[src/rtl/token_pos_embedding.sv]
// token_pos_embedding
//
// Token embedding stage at the front of the transformer datapath. Each
// accepted token ID selects a row from a writable token table. The row for
// the token's sequence position is added to it with per-element saturation,
// and the result is presented on a registered valid/ready output.
//
// Build option: define POS_EMBED_EN to include the positional table, its
// write path and the saturating adder. Without it, out_vec is the raw token
// row. The position counter and out_pos behave the same in both builds.
//
// Ports:
//   clk, rst            clock (rising edge), synchronous active-high reset
//   in_valid/in_ready   input handshake carrying token_id and seq_start
//   token_id            token index; ids >= VOCAB are flagged out-of-vocabulary
//   seq_start           accepted token is position 0 of a new sequence
//   out_valid/out_ready output handshake carrying out_vec/out_pos/out_oov
//   out_vec             DIM signed elements, element i at [i*WIDTH +: WIDTH]
//   out_pos             sequence position of the emitted token
//   out_oov             token_id was out of range; out_vec is forced to zero
//   wr_en/wr_sel        table write strobe; sel 0 = token table, 1 = position table
//   wr_addr/wr_data     row index (upper bits ignored for smaller table) and row data

module token_pos_embedding #(
  parameter int VOCAB   = 16,
  parameter int DIM     = 4,
  parameter int WIDTH   = 8,
  parameter int MAX_SEQ = 8,
  localparam int TW  = $clog2(VOCAB),
  localparam int PW  = $clog2(MAX_SEQ),
  localparam int AW  = (TW > PW) ? TW : PW,
  localparam int ROW = DIM * WIDTH
) (
  input  logic           clk,
  input  logic           rst,
  input  logic           in_valid,
  output logic           in_ready,
  input  logic [TW-1:0]  token_id,
  input  logic           seq_start,
  output logic           out_valid,
  input  logic           out_ready,
  output logic [ROW-1:0] out_vec,
  output logic [PW-1:0]  out_pos,
  output logic           out_oov,
  input  logic           wr_en,
  input  logic           wr_sel,
  input  logic [AW-1:0]  wr_addr,
  input  logic [ROW-1:0] wr_data
);

  logic [ROW-1:0] tok_tab [VOCAB];
  logic [PW-1:0]  pos_q;
  logic [PW-1:0]  emit_pos;
  logic           accept;
  logic           oov;
  logic [ROW-1:0] tok_row;
  logic [ROW-1:0] sum_row;
  logic [TW-1:0]  tok_waddr;
  logic           tok_wr_ok;

  // The output register is free when it is empty or being drained this cycle.
  assign in_ready = !out_valid || out_ready;
  assign accept   = in_valid && in_ready;

  // A new sequence restarts at position 0. Otherwise the running counter is used.
  assign emit_pos = seq_start ? '0 : pos_q;

  // Only non-power-of-two vocabularies can present an out-of-range id.
  assign oov     = 32'(token_id) >= VOCAB;
  assign tok_row = tok_tab[token_id];

  assign tok_waddr = wr_addr[TW-1:0];
  assign tok_wr_ok = 32'(tok_waddr) < VOCAB;

  // Token table. Lookups read the current contents combinationally, so a
  // write to the row being looked up in the same cycle is seen only by later
  // tokens. Reset clears every row and masks any write in that cycle.
  always_ff @(posedge clk) begin
    if (rst) begin
      for (int r = 0; r < VOCAB; r++) tok_tab[r] <= '0;
    end else if (wr_en && !wr_sel && tok_wr_ok) begin
      tok_tab[tok_waddr] <= wr_data;
    end
  end

`ifdef POS_EMBED_EN
  logic [ROW-1:0] pos_tab [MAX_SEQ];
  logic [ROW-1:0] pos_row;
  logic [PW-1:0]  pos_waddr;
  logic           pos_wr_ok;

  assign pos_waddr = wr_addr[PW-1:0];
  assign pos_wr_ok = 32'(pos_waddr) < MAX_SEQ;
  assign pos_row   = pos_tab[emit_pos];

  // Position table. It follows the same write and reset rules as the token table.
  always_ff @(posedge clk) begin
    if (rst) begin
      for (int r = 0; r < MAX_SEQ; r++) pos_tab[r] <= '0;
    end else if (wr_en && wr_sel && pos_wr_ok) begin
      pos_tab[pos_waddr] <= wr_data;
    end
  end

  // Per-element saturating add. Each sum is formed one bit wider. When the
  // two top bits disagree, the result left the WIDTH-bit range, and the
  // wider sign bit tells which rail to clamp to.
  always_comb begin
    sum_row = '0;
    for (int i = 0; i < DIM; i++) begin
      logic [WIDTH:0] s;
      s = {tok_row[i*WIDTH+WIDTH-1], tok_row[i*WIDTH +: WIDTH]}
        + {pos_row[i*WIDTH+WIDTH-1], pos_row[i*WIDTH +: WIDTH]};
      if (s[WIDTH] != s[WIDTH-1])
        sum_row[i*WIDTH +: WIDTH] = s[WIDTH] ? {1'b1, {(WIDTH-1){1'b0}}}
                                             : {1'b0, {(WIDTH-1){1'b1}}};
      else
        sum_row[i*WIDTH +: WIDTH] = s[WIDTH-1:0];
    end
  end
`else
  // Without positional embedding, the token row passes through unchanged.
  assign sum_row = tok_row;
`endif

  // Output register and position counter. A new token loads on accept, even
  // while the previous result is being drained. Otherwise a drain empties
  // the register. Reset drops any pending result and ignores any handshake
  // in that cycle.
  always_ff @(posedge clk) begin
    if (rst) begin
      out_valid <= 1'b0;
      out_vec   <= '0;
      out_pos   <= '0;
      out_oov   <= 1'b0;
      pos_q     <= '0;
    end else if (accept) begin
      out_valid <= 1'b1;
      out_vec   <= oov ? '0 : sum_row;
      out_pos   <= emit_pos;
      out_oov   <= oov;
      pos_q     <= (emit_pos == PW'(MAX_SEQ - 1)) ? '0 : emit_pos + PW'(1);
    end else if (out_ready) begin
      out_valid <= 1'b0;
    end
  end

endmodule

[config.mk]
export PLATFORM = sky130hd
export DESIGN_NAME = token_pos_embedding
export DESIGN_NICKNAME = d
export VERILOG_FILES = /design/src/rtl/token_pos_embedding.sv
export SDC_FILE = /design/constraint.sdc
export NUM_CORES = 1
export LEC_CHECK = 0
export BUFFER_PORTS_ARGS = -buffer_cell sky130_fd_sc_hd__buf_2
export CORE_MARGIN = 2
export CORE_UTILIZATION = 60
export CTS_CLUSTER_DIAMETER = 100
export DETAILED_ROUTE_END_ITERATION = 6
export PLACE_DENSITY = 0.73
export SETUP_SLACK_MARGIN = 0.2
export SYNTH_ARGS = -nofsm -noshare
export SYNTH_HDL_FRONTEND = slang
export SYNTH_SLANG_ARGS = --single-unit
[constraint.sdc]
create_clock -name clk -period 4.4 [get_ports clk]
set_clock_uncertainty 0.05 [all_clocks]
set_input_delay 0.88 -clock clk [delete_from_list [all_inputs] [get_ports clk]]
set_output_delay 0.88 -clock clk [all_outputs]
set_load 0.02 [all_outputs]
==> summary.txt <==
Global route
  • GR peak layer: met2
  • Tot GR Track Use: between 20% and 30%
  • Global-route met1 utilization: 36.6%
  • First-pass GRT wire length: between 80 and 90 mm
  • Initial antenna violation count: 0
  • Grt met2 use: around half
  • Met3 Use GR: 3.67%
  • Largest net degree at the start of global routing: between 50 and 60
  • Number of global-route vias before repair: 13800
  • Grt total ovfl: 0

Outcome
  • Status: finished clean

Die
  • Chip Width: around 210 microns
  • Initial Util: roughly three fifths
  • I/O pin count: 85
  • Die height: 206 microns
  • Core area: between 40000 and 50000 sq um
  • FP Rows: 73
  • Die ar.: 42400 sq um

Synth
  • Syn Nets: approximately 1600
  • Syn Area/Cell: 16.0 sq um
  • Yosys Warn Count: 0
  • Seq cells post-synth: roughly 550
  • Post-synthesis cell count: 1525
  • Sequential area share after synthesis: between 60% and 70%
  • Distinct cell type count after synthesis: 28
  • Synthesized area: about 24000 sq um

Clocking
  • Cts repair resizes: 0
  • Clock Latency Late Sink: ~0.60 ns
  • Setup Fix Bufs, Post-CTS: 0
  • Post-CTS Hold Fix Bufs: 0
  • Worst-path clk slew: ~0.060 ns
  • Cts bufs inserted: 55
  • CTS Sinks: 551
  • CTS tree: yes
  • CTS HTree Levels: 2
  • CTS Buffer Depth: 3
  • CTS root buffer: clkbuf_16

Place
  • HPWL Detailed: 31.0 mm
  • Placed cell areas: between 20000 and 30000 sq um
  • Final GP Congestion: 0.759
  • Port-buffer cells: 83

Critical path
  • Crit path capture type: register
  • CP dominant cell by count: buf_4
  • Worst Path Arrival: approximately 3.1 ns
  • Worst Reg-to-Reg Cells: 5
  • Top delay family on crit path: buffers and inverters
  • Critical path class: in -> reg
  • CP max-delay cell: nand3b_1
  • Critical path peak fanout: 57
  • Crit path buf inv count: 3
  • Max incr delay on CP: 0.85 ns
  • CP required: approximately 4.8 ns
  • Crit path cell chain: buf_2 > buf_4 > nand3b_1 > buf_4 > o221ai_1
  • Worst path depth: 5
  • Setup crit start kind: input pin

Timing
  • Setup Viol. Count Final: 0
  • Hold Slack: ~0.40 ns
  • Crit path time final: 2.69 ns
  • Relative slew slack: 20.4%
  • Fmax: approximately 370 MHz
  • Max-slew violations: 0
  • RSZ-0062 raised after global routing: no
  • Period utilization: around 60%
  • Hold Vio Cnt, Final: 0
  • Measured slew at the worst slew-check pin: ~1.2 ns
  • Sum of negative setup slack: 0 ns

Routing
  • Drt initial violations: 1187
  • 1st-pass router iterations: 5
  • Routed wire length: slightly below 60 mm
  • Antenna Nets Post-Route: 0
  • Vias/cell: between 6 and 7
  • Via count: around 13000
  • Routed length per instance: ~27 microns
  • DRC viols: 0

Layout
  • Share of layout cells above drive strength 1: 22.9%
  • Fillers: 2673
  • Nets@finish: about 1600
  • Design Area, Final: ~27000 sq um
  • P&R area growth vs syn: 10.9%

Worst hold path
  • Worst hold-check path type: reg -> reg
  • Hold Path Depth: 2

Power and ir drop
  • Power per Cell Area: 427 nW/um^2
  • Pwr Total: 11.6 mW
  • P_leak: 9.69 nW
  • Worst vdd ir: roughly 0.35 mV

Run
  • Max Cap Violations: 0
[cell usage after synthesis]
library cell  number  area, sq um
mux4_2           128         2880
mux2i_1           64          641
a21oi_1            6         30.0
buf_6             14          158
nand2b_1           4         25.0
or3_1              1         6.26
o21ai_0            1         5.00
dfxtp_1           39          781
and2_1           512         3200
nand2_1           13         48.8
nor2_1            15         56.3
nor4b_2            1         15.0
ha_1               1         12.5
o31ai_1            1         7.51
a211oi_1           1         7.51
and4bb_2           1         12.5
or2_2             16          100
nor3_2             4         40.0
edfxtp_1         512        15400
nor2b_1            3         18.8
buf_1              3         11.3
buf_4              2         15.0
o221ai_1          32          280
clkbuf_1          95          357
conb_1             1         3.75
nand3b_1          34          255
buf_2             19         95.1
inv_1              2         7.51
[cell usage in the layout (no fill, tap or decap), types with 4 or more instances in the layout]
cell,count
a21oi_1,6
bufinv_16,4
clkbuf_8,11
and2_1,512
nor3_4,4
mux4_2,128
dfxtp_1,39
clkbuf_1,16
clkinv_2,10
or2_2,16
nand2b_1,4
buf_4,41
nand3b_1,34
edfxtp_1,512
nand2_1,12
nor2_2,12
mux2i_1,64
buf_2,80
o221ai_1,32
clkbuf_16,55
clkinv_1,5
[kinds of logic after synthesis]
family / Yosys count / synth area share [%]
AND/OR/NAND/NOR: 604 / 15.5
buffers and inverters: 135 / 2.63
other: 1 / 0.0153
AO/OA/AOI/OAI: 41 / 1.35
flip-flops: 551 / 66.1
multiplexers: 192 / 14.4
adder cells (fa/ha/maj): 1 / 0.0512
[path summary, 6_finish.rpt]
check | from | endpoint | slack, ns
max | rst | out_vec[24] | 1.71
min | pos_q[1] | pos_q[1] | 0.40
max reg2reg | out_valid | out_vec[24] | 1.79
min reg2reg | pos_q[1] | pos_q[1] | 0.40
[flip-flops by register name, indices dropped and copies added, names as in the netlist]
| register | count |
|---|---|
| out_pos | 3 |
| pos_q | 3 |
| out_vec | 32 |
| tok_tab | 512 |
| out_valid | 1 |
[worst register-to-register path, stage by stage (launching register included)]
cell and delay (ns):
dfxtp_1 0.30, nor2b_1 0.14, nor2_1 0.40, nand3b_1 0.86, buf_4 0.56, o221ai_1 0.22
[cell type report]
cell class                 count  area [sq um]  share of cell area [%]
tap                          525           657                    2.42
sequential                   551         16200                    59.6
timing repair buffer         125           782                    2.88
clock buffer                  81          1570                    5.81
clock inverter                23           226                   0.835
antenna                        1          2.50                 0.00923
inverter                       2          7.51                  0.0277
multi-input combinational    839          7710                    28.4
[power breakdown]
part,leakage (nW),internal (mW),switching (mW)
clock,0.892,2.71,1.94
sequential,5.19,6.01,0.0970
combinational,3.61,0.325,0.492
[through the flow]
step | setup WS, ns | utilization [%] | cells
2_1_floorplan | 1.94 | - | 1525
3_3_place_gp | 1.20 | 63.3 | 2042
3_5_place_dp | 1.15 | 63.3 | 2042
4_1_cts | 1.78 | 67.8 | 2146
5_1_grt | 1.61 | 67.8 | 2146
6_report | 1.71 | 67.8 | 2147
[routing by layer]
layer | share of wire [%] | wire length [microns]
met1 | 38 | 22300
met2 | 52 | 30300
met3 | 6.3 | 3690
met4 | 3.5 | 2030
met5 | 0 | 0
(Power assumes the default switching activity.)
